File: src/rtl/load_store_unit.sv
// Load/store unit: single outstanding access to a word-wide data memory.
// Sub-word stores are read-modify-write; bad requests never touch memory.
module load_store_unit (
  input  logic        clk,
  input  logic        rst,
  input  logic        req,
  input  logic        we,
  input  logic [2:0]  funct3,
  input  logic [31:0] addr,
  input  logic [31:0] wdata,
  output logic        busy,
  output logic        done,
  output logic        err,
  output logic [31:0] rdata,
  output logic        mem_we,
  output logic [31:0] mem_a,
  output logic [31:0] mem_wd,
  input  logic [31:0] mem_rd
);

  typedef enum logic [1:0] {
    IDLE,
    READ,
    WRITE,
    DONE
  } state_t;

  state_t state, state_n;

  logic        we_q;
  logic [2:0]  f3_q;
  logic [31:0] addr_q;
  logic [31:0] wdata_q;
  logic [31:0] merge_q;
  logic        err_q;

  logic        illegal;
  logic        misal;
  logic        bad;
  logic [7:0]  byte_v;
  logic [15:0] half_v;
  logic [31:0] load_val;
  logic [31:0] merge_val;

  always_comb begin
    illegal = (funct3 == 3'b011)
            | (funct3[2:1] == 2'b11)
            | (we & funct3[2]);
    misal = ((funct3[1:0] == 2'b01) & addr[0])
          | ((funct3[1:0] == 2'b10) & (addr[1:0] != 2'b00));
    bad = illegal | misal;
  end

  always_comb begin
    state_n = state;
    unique case (state)
      IDLE: begin
        if (req) begin
          if (bad)
            state_n = DONE;
          else if (we && funct3[1:0] == 2'b10)
            state_n = WRITE;
          else
            state_n = READ;
        end
      end
      READ:    state_n = we_q ? WRITE : DONE;
      WRITE:   state_n = DONE;
      DONE:    state_n = IDLE;
      default: state_n = IDLE;
    endcase
  end

  always_comb begin
    byte_v = mem_rd[{addr_q[1:0], 3'b000} +: 8];
    half_v = mem_rd[{addr_q[1], 4'b0000} +: 16];
    unique case (f3_q)
      3'b000:  load_val = {{24{byte_v[7]}}, byte_v};
      3'b001:  load_val = {{16{half_v[15]}}, half_v};
      3'b100:  load_val = {24'd0, byte_v};
      3'b101:  load_val = {16'd0, half_v};
      default: load_val = mem_rd;
    endcase
  end

  always_comb begin
    merge_val = mem_rd;
    if (f3_q[1:0] == 2'b00)
      merge_val[{addr_q[1:0], 3'b000} +: 8] = wdata_q[7:0];
    else
      merge_val[{addr_q[1], 4'b0000} +: 16] = wdata_q[15:0];
  end

  always_ff @(posedge clk or posedge rst) begin
    if (rst)
      state <= IDLE;
    else
      state <= state_n;
  end

  always_ff @(posedge clk or posedge rst) begin
    if (rst) begin
      we_q    <= 1'b0;
      f3_q    <= 3'b000;
      addr_q  <= 32'd0;
      wdata_q <= 32'd0;
      merge_q <= 32'd0;
      err_q   <= 1'b0;
      rdata   <= 32'd0;
    end else begin
      if (state == IDLE && req) begin
        we_q    <= we;
        f3_q    <= funct3;
        addr_q  <= addr;
        wdata_q <= wdata;
        err_q   <= bad;
      end
      if (state == READ) begin
        if (we_q)
          merge_q <= merge_val;
        else
          rdata <= load_val;
      end
    end
  end

  // Outputs decode from state so reset clears them asynchronously
  always_comb begin
    busy   = (state != IDLE);
    done   = (state == DONE);
    err    = (state == DONE) & err_q;
    mem_we = (state == WRITE);
    mem_a  = {addr_q[31:2], 2'b00};
    mem_wd = (f3_q[1:0] == 2'b10) ? wdata_q : merge_q;
  end

endmodule

File: config.mk
export PLATFORM = sky130hd
export DESIGN_NAME = load_store_unit
export DESIGN_NICKNAME = d
export VERILOG_FILES = /design/src/rtl/load_store_unit.sv
export SDC_FILE = /design/constraint.sdc
export NUM_CORES = 1
export LEC_CHECK = 0
export CAP_MARGIN = 0
export CORE_ASPECT_RATIO = 1.5
export CORE_MARGIN = 1.5
export CORE_UTILIZATION = 49
export DETAILED_ROUTE_END_ITERATION = 8
export GPL_ROUTABILITY_DRIVEN = 0
export PLACE_DENSITY_LB_ADDON = 0.08
export SETUP_SLACK_MARGIN = 0.02
export SLEW_MARGIN = 0
export SYNTH_ARGS = -nofsm -noshare
export SYNTH_HDL_FRONTEND = slang
export SYNTH_SLANG_ARGS = --single-unit
File: constraint.sdc
create_clock -name clk -period 5.2 [get_ports clk]
set_input_delay 1.04 -clock clk [delete_from_list [all_inputs] [get_ports clk]]
set_output_delay 1.04 -clock clk [all_outputs]
set_load 0.02 [all_outputs]
### After elaboration in Yosys (flattened, before gate mapping)

Index checks and enable logic that the tools add are counted.

* add/sub/neg operators: 2
* eq/ne operators: 12
* shift-type cells: 6
* multiplexer cells: 10
* bitwise logic cells: 9
* reduce and logical (&&, ||, !) cells: 9

Operators with widths (number)
* one-hot mux 32 bit (4 select lines): 1
* bitwise mux 32 bit: 2
* two-way mux 32 bit: 2
* variable shift 16 x 7 -> 32 bit (first input constant): 1
* variable shift 8 x 7 -> 32 bit (first input constant): 1
* indexed part select 16 x 7 -> 32 bit: 1
* indexed part select 32 x 6 -> 16 bit: 1
* indexed part select 32 x 6 -> 8 bit: 1
* indexed part select 8 x 7 -> 32 bit: 1
* negation 5 -> 7 bit: 2
* equality test 2 bit (second input constant): 5
* one-hot mux 2 bit (4 select lines): 1
* equality test 3 bit (second input constant): 2
* two-way mux 2 bit: 3
* AND 1 bit: 4
* equality test 2 x 1 -> 1 bit (second input constant): 2
* logical NOT 2 bit: 2
* OR 1 bit: 4
* AND reduction 2 bit: 2
* nonzero test 2 bit: 2
* equality test 3 x 1 -> 1 bit (second input constant): 1
* equality test 3 x 2 -> 1 bit (second input constant): 1
* logical NOT 3 bit: 1
* logical AND 1 bit: 2
* other kinds (3): 3

* flip-flop bits (word level): 135
* bits of input ports: 103
* output and inout port bits: 100
* word-level logic and storage cells: 56

### Depth between registers and ports, before layout

* depth after elaboration: 7
* gate-level depth with buffers: 9

### Least setup slack after synthesis

OpenSTA, ideal clock, no wires.

* path type: reg-to-output
* start point: reg f3_q[0]
* end point: out mem_wd[5]
* arrival time: 1346 ps
* path slack: 2814 ps
* cell stages (with the launch flop): 5
* buffers on the path: 2
* path through: dfrtp_1 nor2b_1 clkbuf_1 buf_2 mux2_1

* cells in the longest elaborated chain, start to end: 2

Ends and longest elaborated chain
* start, declared: RTL line 31 `logic [2:0] f3_q;`
* start signal, assigned: RTL line 113 `f3_q <= funct3;`
* equality test 2 bit: RTL line 134 `mem_wd = (f3_q[1:0] == 2'b10) ? wdata_q : merge_q;`
* two-way mux 32 bit: RTL line 134
* end, declared: RTL line 17 `output logic [31:0] mem_wd,`

Every way passes these cells.

### Worst setup path in the final report

* start point: reg f3_q[0]
* end point: out mem_wd[0]

Same word-level chain as after synthesis.

==> summary.txt <==
Route
  • Initial DRC count: 270
  • First-pass DRT Iterations: 5
  • DR WL/cell: 20.6 microns
  • Vias per cell: 5.81
  • DRT Wirelength: 20400 microns
  • Routed Antenna Nets: 0
  • Remaining DRCs: 0
  • Via count: 5762

Clock tree
  • CTS tree: built
  • CTS Hold Bufs: 0
  • Clock buffer depth: 2
  • Clock tree sinks: 135
  • Post-CTS sizing: 0
  • Worst-path clk slew: 0.06 ns
  • Post-CTS Setup Repair Bufs: 0
  • Clock buffer count from CTS: 17
  • Root Buffer: clkbuf_16
  • CTS H-tree lvls: 4
  • Worst-Skew Late Latency: 0.41 ns

GRT
  • Grt ovf: 0
  • Largest net degree at the start of global routing: 78
  • Initial antenna violation count: 0
  • Vias in the first global route: 5984
  • Global-route wire length before repair: 31600 microns
  • Total Routing Usage GR: 27.3%

Die
  • Core area: 14400 sq um
  • Initial core utilization: 49.8%
  • Die Ht: 151 microns
  • # rows: 54
  • Die Wd: 102 microns
  • Ports: 203
  • Full die area: 15400 sq um

Synthesis
  • Cells after Synth: 630
  • Sequential share of the synthesized area: 47.1%
  • Yosys warns: 0
  • Mapped Area: 7170 sq um
  • Netlist cell types: 43
  • Synth Register Bits: 135
  • Avg Synthesized Cell Area: 11.4 sq um

Critical path
  • Worst Setup Start Kind: register
  • Maximum fanout along the worst path: 32
  • Critical path data required time: 4.16 ns
  • Nature of the critical path endpoint: output pin
  • Worst Path Arrival: 2.56 ns
  • Critical path class: register to output pin

Final layout
  • # diodes: 0
  • Layout area overhead: 35.2%
  • Nets: 895
  • Fillers: 1178
  • Finished Layout Cells: 991
  • Share of layout cells above drive strength 1: 19.2%

STA
  • Final hold viol count: 0
  • Worst Tran Pin Value: 1.08 ns
  • Worst Skew: 0.00806 ns
  • RSZ-0062 raised after global routing: false
  • F_max: 278 MHz
  • Final setup viols: 0
  • Period minus WS final: 3.60 ns
  • Setup TNS: 0 ns
  • Tcrit/Tclk final: 69.3%
  • Max_slew headroom: 27.5%
  • Max-slew violation count: 0

Power
  • VDD IR max: 0.000354 V
  • Power Density: 704 nW/um^2
  • P_leak: 3.90 nW

Run status
  • Status: finished, final reports clean

Job
  • Maxcap violations: 0

Worst hold path
  • Tightest Hold Check Type: register to register

Placed design
  • Dpl hpwl: 14800 microns
  • Dpl cells: 959
  • PortBufs: 200
==> critical path: stages, from the launching register on <==
cell,delay [ns]
dfrtp_1,0.58
nor2b_2,0.18
buf_4,0.40
mux2_2,0.42
clkdlybuf4s50_1,0.54
==> metrics by stage <==
step           setup WS (ns)  hold WS (ns)  instance area [sq um]  power, mW  utilization (%)
2_1_floorplan          0.549         0.441                   7170       4.29                -
3_3_place_gp            1.86         0.465                   9060       5.45             63.0
3_5_place_dp            1.89         0.472                   9060       5.55             63.0
4_1_cts                 1.59         0.490                   9690       6.86             67.3
5_1_grt                 1.48         0.515                   9690       7.22             67.3
6_report                1.60         0.499                   9690       6.83             67.3
==> report_power, final <==
group / internal [mW] / switching (mW)
clock: 0.810 / 0.468
sequential: 1.59 / 0.512
combinational: 1.73 / 1.71
==> cells in the final DEF, fill, tap and decap left out, drive strengths merged, types with 2 or more instances in the layout <==
cell type	n
a211oi	25
a21oi	28
a221o	8
a221oi	25
a2bb2oi	7
a31oi	7
and2	17
and4	2
buf	6
bufinv	4
clkbuf	19
clkdlybuf4s50	200
clkinv	6
clkinvlp	2
conb	2
dfrtp	135
ha	10
inv	11
mux2	108
mux2i	34
nand2	17
nand2b	3
nand3b	8
nor2	41
nor2b	3
nor3	2
nor3b	7
o211ai	17
o21ai	33
==> cell usage after synthesis <==
| master | instances | area (sq um) |
|---|---|---|
| nand2b_1 | 3 | 18.8 |
| nor2_1 | 40 | 150 |
| a211o_1 | 1 | 8.76 |
| o32ai_1 | 1 | 8.76 |
| a311oi_4 | 1 | 26.3 |
| mux2i_1 | 34 | 340 |
| nor3b_1 | 7 | 52.6 |
| dfrtp_1 | 135 | 3380 |
| a31oi_1 | 7 | 43.8 |
| conb_1 | 1 | 3.75 |
| nand3b_1 | 8 | 60.1 |
| nor2_2 | 1 | 6.26 |
| nand2_1 | 17 | 63.8 |
| mux2_2 | 106 | 1190 |
| a211oi_1 | 24 | 180 |
| mux2_1 | 2 | 22.5 |
| nor2b_1 | 3 | 18.8 |
| o31ai_1 | 1 | 7.51 |
| buf_4 | 33 | 248 |
| a2bb2oi_1 | 7 | 61.3 |
| and4_1 | 2 | 17.5 |
| clkbuf_1 | 14 | 52.6 |
| nor4b_4 | 1 | 23.8 |
| a221o_1 | 8 | 80.1 |
| and2_0 | 1 | 6.26 |
| nor3_1 | 1 | 5.00 |
| a221oi_1 | 25 | 219 |
| ha_1 | 10 | 125 |
| o21ai_0 | 33 | 165 |
| nor3_2 | 1 | 10.0 |
| o211ai_1 | 17 | 128 |
| clkinv_1 | 1 | 3.75 |
| a21oi_1 | 28 | 140 |
| inv_1 | 8 | 30.0 |
| nand4bb_1 | 1 | 11.3 |
| nor4_1 | 1 | 6.26 |
| buf_1 | 8 | 30.0 |
| and2_1 | 16 | 100 |
| inv_2 | 1 | 3.75 |
| a211oi_2 | 1 | 12.5 |
| o21a_1 | 1 | 7.51 |
| buf_2 | 18 | 90.1 |
| clkbuf_2 | 1 | 5.00 |
==> metal layers <==
layer	vias to the layer above	GRT usage, %	share of wire (%)
li1	2589	-	-
met1	2827	31.7	37
met2	276	45.1	50
met3	70	5.81	6.6
met4	0	18.1	6.5
met5	-	0	0
==> registers in the layout (all words and copies together), names as in the netlist <==
name and flops:
addr_q 32, err_q 1, f3_q 3, merge_q 32
rdata 32, state 2, wdata_q 32, we_q 1
==> logic make-up after synthesis <==
family / Yosys count / synth area share (%)
AO/OA/AOI/OAI: 155 / 15.2
other: 1 / 0.0523
flip-flops: 135 / 47.1
AND/OR/NAND/NOR: 103 / 7.68
adder cells (fa/ha/maj): 10 / 1.75
buffers and inverters: 84 / 6.46
multiplexers: 142 / 21.7
==> path summary, 6_finish.rpt <==
kind / endpoint / slack [ns] / startpoint / depth (start not counted)
hold reg to reg: err_q$_DFFE_PP0P_ / 0.50 / err_q$_DFFE_PP0P_ / 2
setup reg to reg: merge_q[1]$_DFFE_PP0P_ / 2.22 / addr_q[1]$_DFFE_PP0P_ / 6
min in group asynchronous: addr_q[6]$_DFFE_PP0P_ / 1.13 / rst / 2
setup / recovery: mem_wd[0] / 1.60 / f3_q[0]$_DFFE_PP0P_ / 4
max in group asynchronous: wdata_q[6]$_DFFE_PP0P_ / 3.19 / rst / 3
hold / removal: err_q$_DFFE_PP0P_ / 0.50 / err_q$_DFFE_PP0P_ / 2
==> layout make-up <==
cell class                      instances  area (sq um)  area share [%]
Inverter                               10          40.0           0.413
Multi-Input combinational cell        412          3340            34.4
Timing Repair Buffer                  206          2060            21.3
Tap cell                              196           245            2.53
Clock inverter                         13           196            2.03
Sequential cell                       135          3380            34.9
Clock buffer                           19           433            4.47
Note: power is estimated with default switching activity, not from simulation.
